$ cat config.mk
export PLATFORM = sky130hd
export DESIGN_NAME = rf_write_arbiter
export DESIGN_NICKNAME = d
export VERILOG_FILES = /design/src/rtl/rf_write_arbiter.sv
export SDC_FILE = /design/constraint.sdc
export NUM_CORES = 1
export LEC_CHECK = 0
export CAP_MARGIN = 20
export CORE_UTILIZATION = 35
export DETAILED_ROUTE_END_ITERATION = 10
export GPL_TIMING_DRIVEN = 0
export PLACE_DENSITY = 0.88
export SLEW_MARGIN = 20
export SYNTH_ARGS = -nofsm -noshare
export SYNTH_HDL_FRONTEND = slang
export SYNTH_SLANG_ARGS = --single-unit
$ cat constraint.sdc
create_clock -name clk -period 5.9 [get_ports clk]
set_input_delay 0.59 -clock clk [delete_from_list [all_inputs] [get_ports clk]]
set_output_delay 0.59 -clock clk [all_outputs]
set_load 0.05 [all_outputs]
$ cat src/rtl/rf_write_arbiter.sv
// Arbitrates the single register-file write port between writeback (A) and a long-latency unit (B).
// It also keeps B's outstanding-destination scoreboard. Optional perf counters: RFARB_PERF_EN.
module rf_write_arbiter #(
  parameter int unsigned MAX_WAIT = 4,
  parameter int unsigned WAIT_W   = 4,
  parameter int unsigned CNT_W    = 16
) (
  input  logic        clk,
  input  logic        rst_n,
  input  logic        wb_valid,
  input  logic [4:0]  wb_addr,
  input  logic [31:0] wb_data,
  input  logic        mcu_valid,
  input  logic [4:0]  mcu_addr,
  input  logic [31:0] mcu_data,
  output logic        mcu_gnt,
  input  logic        iss_valid,
  input  logic [4:0]  iss_rd,
  input  logic [4:0]  raddr1,
  input  logic [4:0]  raddr2,
  input  logic        dec_use1,
  input  logic        dec_use2,
  input  logic        dec_wr,
  input  logic [4:0]  dec_rd,
  output logic        hz_stall,
  output logic        arb_stall,
  output logic        rfwrite,
  output logic [4:0]  waddr,
  output logic [31:0] wdata,
  output logic [31:0] pending
`ifdef RFARB_PERF_EN
  ,
  output logic [CNT_W-1:0] conf_cnt,
  output logic [CNT_W-1:0] force_cnt
`endif
);

  typedef enum logic [1:0] {
    ST_IDLE  = 2'd0,
    ST_WAIT  = 2'd1,
    ST_FORCE = 2'd2
  } state_t;

  localparam logic [WAIT_W-1:0] MAX_W    = WAIT_W'(MAX_WAIT);
  localparam logic [WAIT_W-1:0] WAIT_ONE = WAIT_W'(1);
  localparam bit                ONE_WAIT = (MAX_WAIT <= 1);

  state_t            state, state_nxt;
  logic [WAIT_W-1:0] wait_cnt, wait_nxt, wait_inc;
  logic              sel_a, sel_b;
  logic [31:0]       set_vec, clr_vec, pending_nxt;

  assign wait_inc = wait_cnt + WAIT_ONE;

  always_ff @(posedge clk or negedge rst_n) begin
    if (!rst_n) begin
      state    <= ST_IDLE;
      wait_cnt <= '0;
    end else begin
      state    <= state_nxt;
      wait_cnt <= wait_nxt;
    end
  end

  always_comb begin
    state_nxt = state;
    wait_nxt  = wait_cnt;
    sel_a     = 1'b0;
    sel_b     = 1'b0;
    case (state)
      ST_IDLE: begin
        if (wb_valid) begin
          sel_a = 1'b1;
          if (mcu_valid) begin
            if (ONE_WAIT) begin
              state_nxt = ST_FORCE;
              wait_nxt  = WAIT_ONE;
            end else begin
              state_nxt = ST_WAIT;
              wait_nxt  = WAIT_ONE;
            end
          end
        end else if (mcu_valid) begin
          sel_b = 1'b1;
        end
      end
      ST_WAIT: begin
        if (!wb_valid) begin
          sel_b     = mcu_valid;
          state_nxt = ST_IDLE;
          wait_nxt  = '0;
        end else begin
          sel_a = 1'b1;
          if (!mcu_valid) begin
            state_nxt = ST_IDLE;
            wait_nxt  = '0;
          end else begin
            wait_nxt = wait_inc;
            if (wait_inc >= MAX_W) state_nxt = ST_FORCE;
          end
        end
      end
      ST_FORCE: begin
        sel_b     = mcu_valid;
        state_nxt = ST_IDLE;
        wait_nxt  = '0;
      end
      default: begin
        state_nxt = ST_IDLE;
        wait_nxt  = '0;
      end
    endcase
    // Grants are gated so the write port is quiet while reset is held, even with requests present.
    if (!rst_n) begin
      sel_a = 1'b0;
      sel_b = 1'b0;
    end
  end

  assign mcu_gnt   = sel_b;
  assign arb_stall = (state == ST_FORCE);

  always_comb begin
    rfwrite = 1'b0;
    waddr   = '0;
    wdata   = '0;
    if (sel_a) begin
      rfwrite = (wb_addr != 5'd0);
      waddr   = wb_addr;
      wdata   = wb_data;
    end else if (sel_b) begin
      rfwrite = (mcu_addr != 5'd0);
      waddr   = mcu_addr;
      wdata   = mcu_data;
    end
  end

  // Set is applied after clear so a same-cycle issue to the granted register keeps it pending.
  always_comb begin
    set_vec     = '0;
    clr_vec     = '0;
    if (iss_valid) set_vec = 32'd1 << iss_rd;
    if (mcu_gnt)   clr_vec = 32'd1 << mcu_addr;
    pending_nxt = ((pending & ~clr_vec) | set_vec) & ~32'd1;
  end

  always_ff @(posedge clk or negedge rst_n) begin
    if (!rst_n) pending <= '0;
    else        pending <= pending_nxt;
  end

  assign hz_stall = (dec_use1 & pending[raddr1]) |
                    (dec_use2 & pending[raddr2]) |
                    (dec_wr   & pending[dec_rd]);

`ifdef RFARB_PERF_EN
  always_ff @(posedge clk or negedge rst_n) begin
    if (!rst_n) begin
      conf_cnt  <= '0;
      force_cnt <= '0;
    end else begin
      if (wb_valid && mcu_valid && (conf_cnt != '1))
        conf_cnt <= conf_cnt + CNT_W'(1);
      if ((state_nxt == ST_FORCE) && (state != ST_FORCE) && (force_cnt != '1))
        force_cnt <= force_cnt + CNT_W'(1);
    end
  end
`endif

endmodule

# Word level (Yosys, flattened, before mapping)
# Cells that the tools add are included.
# classes
add_sub_neg	1
n_lt_le_gt_ge	4
eq_ne	5
shifts	2
mux	33
n_bitwise	8
reduce_logical	6
# op_table
op	n
$mux 32	4
$shl 1x5->32 const A	2
$and 32x32->32	1
$not 32->32	1
$or 32x32->32	1
$lt 5x6->1 const B	3
$mux 4	4
$bmux 1 s5	3
$mux 1	12
$mux 2	5
$mux 5	2
$reduce_bool 5->1	2
$pmux 4 s2	1
$add 4x1->4 const B	1
$ge 4x3->1 const B	1
$ne 2x2->1 const B	2
$ne 4x4->1 const B	1
$pmux 2 s2	1
$and 1x1->1	3
$pmux 1 s3	1
$reduce_and 3->1	1
$eq 2x1->1 const B	1
$eq 2x2->1 const B	1
$logic_not 2->1	1
3 further kinds	4
# word_totals
reg_bits	37
input_bits	102

# Logic depth before layout (Yosys ltp)
# Gate-level depths: netlist (run 1).
# depth
word_depth	8
ltp_mapped	8

# Worst setup path before layout (run 1)
# Ideal clock, no wire load.
# synth_path
kind	input to output
start	input port raddr1[0]
end	output port hz_stall
t_arrival_ps	2430
slack_ps	2880
cell_stages	5
cell_sequence	clkbuf_1 mux4_1 mux4_2 a31oi_1 nand3_1
# synth_between
elab_chain_len	5
# synth_rtl
element	line_no	rtl
start: declaration	19	input logic [4:0] raddr1,
$bmux 1 s5	152	assign hz_stall = (dec_use1 & pending[raddr1]) |
$mux 1 (implied by the code)	152	
$and 1x1->1	152	
$or 1x1->1	152	
$or 1x1->1	153	(dec_use2 & pending[raddr2]) |
end: declaration	25	output logic hz_stall,
# Every way passes these cells. The select of a mux whose other input is x is not followed.

# Final worst setup path (run 1)
# layout_path
start	input port wb_valid
end	output port rfwrite
# layout_between
elab_chain_len	5
word_cells_on_any_way	9
# layout_rtl
element	line_no	rtl
start: declaration	10	input logic wb_valid,
$mux 1 (on tied branches)	88, 72	
$pmux 1 s3	70	case (state)
$mux 1	114	if (!rst_n) begin
$mux 1	131	end else if (sel_b) begin
$mux 1 (*)	127	if (sel_a) begin
end: declaration	27	output logic rfwrite,
# Every way passes the cells marked *; elsewhere a longest branch is shown, timed or not.

==> impl_metrics.ini, run 1 <==
[status]
status = finished clean

[critical_path]
critPathCapture = rfwrite
reg2reg_depth = 8
cp.arrival_ns = 3.44
reg2reg_to = pending[17]$_DFF_PN0_
worstPathRequired_ns = 5.31
crit_path_start = wb_valid
path_max_fanout = 10
crit_type = primary input to primary output
r2r_slack_ns = 3.65
r2r-start = state[0]$_DFFE_PN0P_
cp-end-kind = primary output
cp-start-kind = primary input

[clock_tree]
path_clk_slew_ns = 0.07
hold_buffers = 0
cts.sink_count = 37
cts_tree = yes
cts_root_buf = clkbuf_8
clockBufferDepth = 2
cts_buffers = 5
cts_resized = 0
h-tree-depth = 2
post_cts_buffers = 0
clkLatencyLatePin_ns = 0.28

[placed_design]
dpl.hpwl_um = 8800
routabilityCongestion = 0.849
io_buffer_count = 164
placed_area_sq_mm = 0.00459

[global_routing]
grt_pass1_wl_um = 16900
antenna_found_initial = 0
grt_max_degree = 37
grt_pass1_vias = 3315
grt_overflow = 0
track_usage_pct = 25.9

[floorplan]
die_h_um = 91.6
ios = 175
placementRows = 32
core_area_sq_mm = 0.00773
initial_core_util_pct = 36.3
dieArea_sq_mm = 0.00838
die_w_um = 91.6

[timing]
period_share_pct = 68.3
relSlewSlack_pct = 63.7
tns_ns = 0
final_max_slew_viol_count = 0
finalSetupViolations = 0
finalHoldViolCount = 0
rsz0062_at_grt = false
worstMarginPinSlew_ns = 0.543
clock.fmax_mhz = 248
fin_crit_ns = 4.03
worst_clock_skew_ns = 0.00279

[pwr]
swShare_pct = 45.2
power_frac_clock_pct = 13.7
p_comb_share_pct = 55.1
intPower_mw = 0.680
seq_power_share_pct = 31.2
power_mw = 1.24
irDropWorstVdd_v = 0.000104
powerDensity_mw_per_mm2 = 265
leakagePower_nw = 1.77
power_switching_mw = 0.560

[yosys]
seq_area_frac_synth_pct = 33.0
synth_xor_area_share_pct = 0.624
netlist_area_sq_mm = 0.00281
synth_edf_count = 0
ys_warn_count = 0
synth_top_family_by_area = multiplexers
synth_nets = 373
synthMuxAreaShare_pct = 25.3
synth-compound-area-share_pct = 24.6
syn_inst = 270
synth_top_flop_cell = dfrtp_1
yosysUniqueCellTypes = 37
synth_area_per_cell_sq_um = 10.4
synth-seq-cells = 37
synth_simple_gate_area_share_pct = 12.2
async_flop_share_pct = 100
synthAdderAreaFrac_pct = 0.446

[finish]
final_cell_mix = clkdlybuf4s50_1, o21ai_0, a22o_1, dfrtp_1, mux4_2
nNetsFinal = 545
post-route-util_pct = 60.5
layout-drive-gt1-share_pct = 7.67
syn2layout_area_growth_pct = 66.5
final_common_cell = clkdlybuf4s50_1
stdcell_area_sq_mm = 0.00467
antenna_cells = 0
nFillCells = 618

[routing]
wl_per_cell_um = 19.6
ant_nets = 0
drtIter0Drc = 313
vias = 3223
first_pass_iters = 6
drt_wl_total_um = 10700
vias_per_cell = 5.91
drc_errors = 0

[min_path]
hold_path_class = primary input to async pin

[flow_run]
cap_violations = 0
critical path: stages:
cell and delay [ns]:
clkdlybuf4s50_1 0.58, nor2b_1 0.22, and2_1 0.17, clkbuf_1 0.34, buf_1 0.41, o21ai_0 0.17, o21ai_0 0.11, clkdlybuf4s50_1 0.84
how the worst min path moves through the flow:
stage	start	to	slack [ns]	depth (start not counted)
after CTS	rst_n	pending[17]$_DFF_PN0_	0.10	1
after global placement	state[1]$_DFFE_PN0P_	wait_cnt[2]$_DFFE_PN0P_	0.53	1
after global routing	rst_n	pending[22]$_DFF_PN0_	0.1	1
final	rst_n	pending[17]$_DFF_PN0_	0.10	1
after floorplan	rst_n	pending[10]$_DFF_PN0_	0.29	0
after detailed placement	rst_n	pending[17]$_DFF_PN0_	0.41	1
routing by layer:
metal  global-route usage, %  share of wire [%]  vias to the layer above
met5                       0                  0                        -
met4                    9.79                2.8                        0
met3                    6.45                9.0                       32
met2                    48.0                 53                      224
met1                    28.0                 35                     1544
li1                        -                  -                     1423
state kept, by name, indices dropped and copies added (netlist names):
register	count
wait_cnt	4
pending	31
state	2
per-stage QoR:
stage | hold slack, ns | setup WS [ns] | instances
final | 0.103 | 1.87 | 545
after global routing | 0.0980 | 1.62 | 545
after CTS | 0.102 | 1.91 | 545
after detailed placement | 0.407 | 1.93 | 537
after global placement | 0.532 | 0.874 | 536
after floorplan | 0.294 | 2.88 | 270
cell usage after synthesis, drive strengths merged, types with 2 or more instances:
cell type	number	area [sq um]
or3	5	31.3
a31oi	2	12.5
nand3	7	35.0
nand4b	3	26.3
buf	7	41.3
inv	2	7.51
nor2b	6	37.5
nand2b	7	43.8
nand3b	5	37.5
nor2	4	15.0
dfrtp	37	926
mux4	25	589
nand4	5	31.3
a22o	37	324
a21oi	3	15.0
mux2i	11	110
clkbuf	14	52.6
o211ai	2	15.0
nand2	12	45.0
or2	2	12.5
o21ai	63	315
cell families after synthesis:
group                      after synthesis
xor gates and xnor gates                 2
muxes                                   37
other                                    1
DFF                                     37
and+or+nand+nor                         60
AOI/OAI and AO/OA                      108
adders and majority gates                1
buffers and inverters                   24
power groups by stage:
stage	clock [mW]	sequential, mW	combinational, mW
floorplan	0	0.539	0.246
detailed placement	0	0.389	0.682
global placement	0	0.380	0.666
CTS	0.170	0.384	0.684
global route	0.185	0.395	0.711
finish	0.170	0.387	0.684
area by class of cell:
type | count | area [sq um] | share of cell area, %
inverter | 3 | 11.3 | 0.241
clock buffer | 6 | 72.6 | 1.55
tap | 102 | 128 | 2.73
clock inverter | 2 | 10.0 | 0.214
buffer | 21 | 93.8 | 2.01
sequential | 37 | 926 | 19.8
timing repair buffer | 165 | 1660 | 35.4
multi-input combinational | 209 | 1780 | 38.0
(Power assumes the default switching activity.)
==> run 2: changes to the inputs <==
==> constraint.sdc (replaced) <==
create_clock -name clk -period 3.89 [get_ports clk]
set_input_delay 0.389 -clock clk [delete_from_list [all_inputs] [get_ports clk]]
set_output_delay 0.389 -clock clk [all_outputs]
set_load 0.05 [all_outputs]
==> run 2 against run 1 <==
Core utilization rose by 0.16 points; cell area is 0.27% higher; register-to-register slack got worse by 2.0 ns; final cell count up 0.18%; largest cell class unchanged; setup slack lost 1.7 ns; wire length increased by 0.63%; via count rose by 0.99%; combinational power is 52% higher; global-route usage barely moved.
==> impl_metrics.ini, run 2 (synthesis gave the netlist of run 1 again) <==
[clock_tree]
post_cts_buffers = 0
clockBufferDepth = 2
h-tree-depth = 2
cts_buffers = 5
clkLatencyLatePin_ns = 0.28
cts_root_buf = clkbuf_8
cts.sink_count = 37
path_clk_slew_ns = 0.07
cts_tree = yes

[status]
status = finished clean

[flow_run]
cap_violations = 0

[finish]
nNetsFinal = 546
regArea_sq_um = 926
regMostFlops = pending
multi_input_area_sq_mm = 0.00178
nFillCells = 613
reg_top3 = pending (31), wait_cnt (4), state (2)
layout-drive-gt1-share_pct = 7.66
antenna_cells = 0
final_cell_mix = clkdlybuf4s50_1, o21ai_0, a22o_1, dfrtp_1, mux4_2
final_common_cell = clkdlybuf4s50_1
syn2layout_area_growth_pct = 66.9
largest_reg_flops = 31

[timing]
finalHoldViolCount = 0
clock.fmax_mhz = 272
rsz0062_at_grt = false
finalSetupViolations = 0
tns_ns = 0
fin_crit_ns = 3.67
period_share_pct = 94.4
relSlewSlack_pct = 63.6
final_max_slew_viol_count = 0
worst_clock_skew_ns = 0.00303
setup_ws_ns = 0.217
worstMarginPinSlew_ns = 0.544

[placed_design]
place_ws_ns = 0.323
io_buffer_count = 164
dpl.hpwl_um = 8800
routabilityCongestion = 0.849

[routing]
drt_wl_total_um = 10800
drc_errors = 0
drtIter0Drc = 254
vias = 3255
first_pass_iters = 6
wl_per_cell_um = 19.7
ant_nets = 0
vias_per_cell = 5.96

[critical_path]
crit_type = primary input to primary output
r2r_slack_ns = 1.64
cp.arrival_ns = 3.28
worstPathRequired_ns = 3.50
path_max_fanout = 36
reg2reg_to = pending[17]$_DFF_PN0_
crit_path_start = rst_n
cp-end-kind = primary output
cp-start-kind = primary input
reg2reg_depth = 8
r2r-start = state[0]$_DFFE_PN0P_

[floorplan]
die_w_um = 91.6
ios = 175
core_area_sq_mm = 0.00773
initial_core_util_pct = 36.3
dieArea_sq_mm = 0.00838
placementRows = 32
die_h_um = 91.6

[pwr]
power_mw = 1.88
swShare_pct = 45.2
p_comb_share_pct = 55.1
powerDensity_mw_per_mm2 = 402
irDropWorstVdd_v = 0.000159
seq_power_share_pct = 31.2
leakagePower_nw = 1.79
intPower_mw = 1.03
power_frac_clock_pct = 13.7
power_switching_mw = 0.851

[global_routing]
grt_overflow = 0
track_usage_pct = 25.9
grt_pass1_vias = 3320
grt_max_degree = 37
grt_pass1_wl_um = 16900
antenna_found_initial = 0

[min_path]
hold_path_class = primary input to async pin
-- run 2: cell types whose count changed in the layout (fill, tap and decap cells not counted) --
cell,delta
clkdlybuf4s50_1,-1
dlygate4sd3_1,+1
dlymetal6s2s_1,+1
-- run 2: worst max-delay path by stage --
stage / to / cells after the start / slack, ns
floorplan: hz_stall / 5 / 1.21
global placement: waddr[2] / 6 / -0.73
detailed placement: rfwrite / 8 / 0.32
CTS: rfwrite / 9 / 0.14
global route: waddr[2] / 8 / 0.01
finish: waddr[2] / 8 / 0.22
-- run 2: power groups by stage --
stage	sequential [mW]	combinational [mW]	clock [mW]
finish	0.588	1.04	0.258
global route	0.599	1.08	0.280
CTS	0.582	1.04	0.258
detailed placement	0.590	1.03	0
global placement	0.576	1.01	0
floorplan	0.818	0.374	0
-- run 2: metrics by stage --
stage               utilization [%]  cell area [sq um]  hold WS [ns]  instances
CTS                            60.6               4680         0.443        546
detailed placement             59.4               4590         0.206        537
finish                         60.7               4690         0.443        546
global placement               59.2               4580         0.532        536
global route                   60.7               4690         0.450        546
floorplan                         -               2810        0.0934        270
-- run 2: area by class of cell --
type                            instances  share of cell area (%)
Tap cell                              102                    2.72
Sequential cell                        37                    19.8
Inverter                                3                   0.240
Buffer                                 21                    2.00
Timing Repair Buffer                  166                    35.6
Clock inverter                          2                   0.214
Multi-Input combinational cell        209                    37.9
Clock buffer                            6                    1.55
-- run 2: worst max-delay path: stages --
cell and delay, ns:
dlygate4sd3_1 0.52, buf_2 0.16, buf_12 0.22, nand4b_1 0.26
clkinv_1 0.23, clkbuf_1 0.42, a22o_1 0.23, clkdlybuf4s50_1 0.83
-- run 2: layer usage --
metal	track usage, %	share of wire (%)	up-vias
met3	6.45	8.2	38
li1	-	-	1424
met1	28.1	36	1565
met4	9.79	3.0	0
met2	48.0	53	228
met5	0	0	-
-- run 2: what timing repair did --
item,4_1_cts,5_1_grt
hold buffers,1,0
setup endpoints to repair,0,1
endpoints found under the hold margin,3,0
resized for setup,0,1
==> run 3: changes to the inputs <==
==> constraint.sdc (replaced) <==
create_clock -name clk -period 3.75 [get_ports clk]
set_input_delay 0.375 -clock clk [delete_from_list [all_inputs] [get_ports clk]]
set_output_delay 0.375 -clock clk [all_outputs]
set_load 0.05 [all_outputs]
==> run 3 against run 2 <==
Clock skew rose by 0.0012 ns; largest cell class is now buffers; first-iteration DRC count rose by 24%; critical path depth did not move; flip-flop and latch count did not move; clock-buffer cell count did not move; global-route usage did not move; final cell count did not move; total power rose by 3.8%; sequential power rose by 3.6%; register-to-register slack improved by 0.02 ns.
==> impl_metrics.ini, run 3 (synthesis gave the netlist of run 1 again) <==
[finish]
largest_reg_flops = 31
syn2layout_area_growth_pct = 68.3
nFillCells = 606
regMostFlops = pending
post-route-util_pct = 61.1
final_common_cell = clkdlybuf4s50_1
reg_top3 = pending (31), wait_cnt (4), state (2)
antenna_cells = 0
layout-drive-gt1-share_pct = 8.56
fin_cells = 546
final_cell_mix = clkdlybuf4s50_1, o21ai_0, a22o_1, dfrtp_1, mux4_2
nNetsFinal = 546

[critical_path]
cp-end-kind = primary output
path_max_fanout = 36
crit_family = buffers and inverters
crit_type = primary input to primary output
r2r_slack_ns = 1.66
worstPathBufferInverterCount = 6
cp_slowest_cell = clkdlybuf4s50_1
cp.arrival_ns = 3.18
cp-start-kind = primary input
reg2reg_depth = 8
worstPathRequired_ns = 3.38
max_stage_delay_ns = 0.81
reg2reg_to = pending[17]$_DFF_PN0_
path_cells = dlygate4sd3_1, buf_2, buf_12, nand4b_1, clkinv_1, clkbuf_1, a22o_1, clkdlybuf4s50_1
r2r-start = state[0]$_DFFE_PN0P_

[pwr]
powerDensity_mw_per_mm2 = 414
leakagePower_nw = 2.00
irDropWorstVdd_v = 0.000162

[timing]
finalHoldViolCount = 0
relSlewSlack_pct = 63.1
whs_ns = 0.428
fin_crit_ns = 3.56
finalSetupViolations = 0
worstMarginPinSlew_ns = 0.552
setup_ws_ns = 0.192
clock.fmax_mhz = 281
period_share_pct = 94.9
worst_clock_skew_ns = 0.00426
tns_ns = 0
rsz0062_at_grt = false
final_max_slew_viol_count = 0

[floorplan]
initial_core_util_pct = 36.3
ios = 175
die_w_um = 91.6
placementRows = 32
die_h_um = 91.6
core_area_sq_mm = 0.00773
dieArea_sq_mm = 0.00838

[clock_tree]
cts_tree = yes
cts.sink_count = 37
clockBufferDepth = 2
post_cts_buffers = 0
path_clk_slew_ns = 0.07
h-tree-depth = 2
clkLatencyLatePin_ns = 0.29
cts_root_buf = clkbuf_8
cts_buffers = 5

[placed_design]
dp_cells = 537
place_ws_ns = 0.211
routabilityCongestion = 0.849
dpl.hpwl_um = 8800
io_buffer_count = 164

[routing]
ant_nets = 0
first_pass_iters = 7
drt_wl_total_um = 10800
vias = 3258
drc_errors = 0
wl_per_cell_um = 19.8
drtIter0Drc = 316
vias_per_cell = 5.97

[flow_run]
cap_violations = 0

[global_routing]
track_usage_pct = 25.9
grt_max_degree = 37
grt_pass1_vias = 3320
grt_overflow = 0
grt_pass1_wl_um = 16900
antenna_found_initial = 0

[min_path]
hold_path_class = primary input to async pin

[status]
status = finished clean
[run 3: changes by cell type in the layout (fill, tap and decap cells not counted), sizes merged]
cell           change
buf                -1
clkbuf             +1
clkdlybuf4s50     -13
dlymetal6s2s      +13
[run 3: worst max path at each step]
| stage | start | endpoint | slack [ns] | cells past startpoint |
|---|---|---|---|---|
| 3_3_place_gp | rst_n | waddr[2] | -0.85 | 6 |
| 4_1_cts | rst_n | rfwrite | 0.02 | 9 |
| 3_5_place_dp | wb_valid | rfwrite | 0.21 | 8 |
| 5_1_grt | rst_n | wdata[12] | 0.02 | 8 |
| 2_1_floorplan | pending[27]$_DFF_PN0_ | hz_stall | 1.09 | 5 |
| 6_report | rst_n | wdata[22] | 0.19 | 8 |
[run 3: repair_timing]
item / CTS / global route
resized for setup: 0 / 21
hold endpoints to repair: 3 / 0
setup endpoints to repair: 0 / 33
hold buffers: 1 / 0
[run 3: area by class of cell]
type / count / area (sq um) / area share, %
Multi-Input combinational cell: 209 / 1780 / 37.6
Clock buffer: 6 / 72.6 / 1.54
Buffer: 21 / 98.8 / 2.09
Clock inverter: 2 / 10.0 / 0.212
Inverter: 3 / 11.3 / 0.238
Sequential cell: 37 / 926 / 19.6
Tap cell: 102 / 128 / 2.70
Timing Repair Buffer: 166 / 1700 / 36.0
[run 3: metal layers]
layer | track usage (%) | vias to the layer above | share of wire [%] | routed length [um]
met5 | 0 | - | 0 | 0
met4 | 9.79 | 0 | 2.6 | 278
met2 | 48.0 | 245 | 54 | 5800
met1 | 28.1 | 1558 | 35 | 3730
met3 | 6.45 | 29 | 9.1 | 983
li1 | - | 1426 | - | -
[run 3: per-stage QoR]
step	power (mW)	instance area [sq um]
global route	2.03	4720
detailed placement	1.68	4590
CTS	1.95	4680
floorplan	1.24	2810
finish	1.96	4720
global placement	1.64	4580
[run 3: worst register-to-register path: cells and delay by family (launching register included)]
family | cells | cell delay (ns)
and+or+nand+nor | 3 | 0.56
buffers and inverters | 3 | 0.68
AOI/OAI and AO/OA | 2 | 0.35
DFF | 1 | 0.37
[run 3: where the power goes]
group	switching [mW]	internal [mW]
Combinational	0.617	0.459
Clock	0.141	0.129
Sequential	0.126	0.482
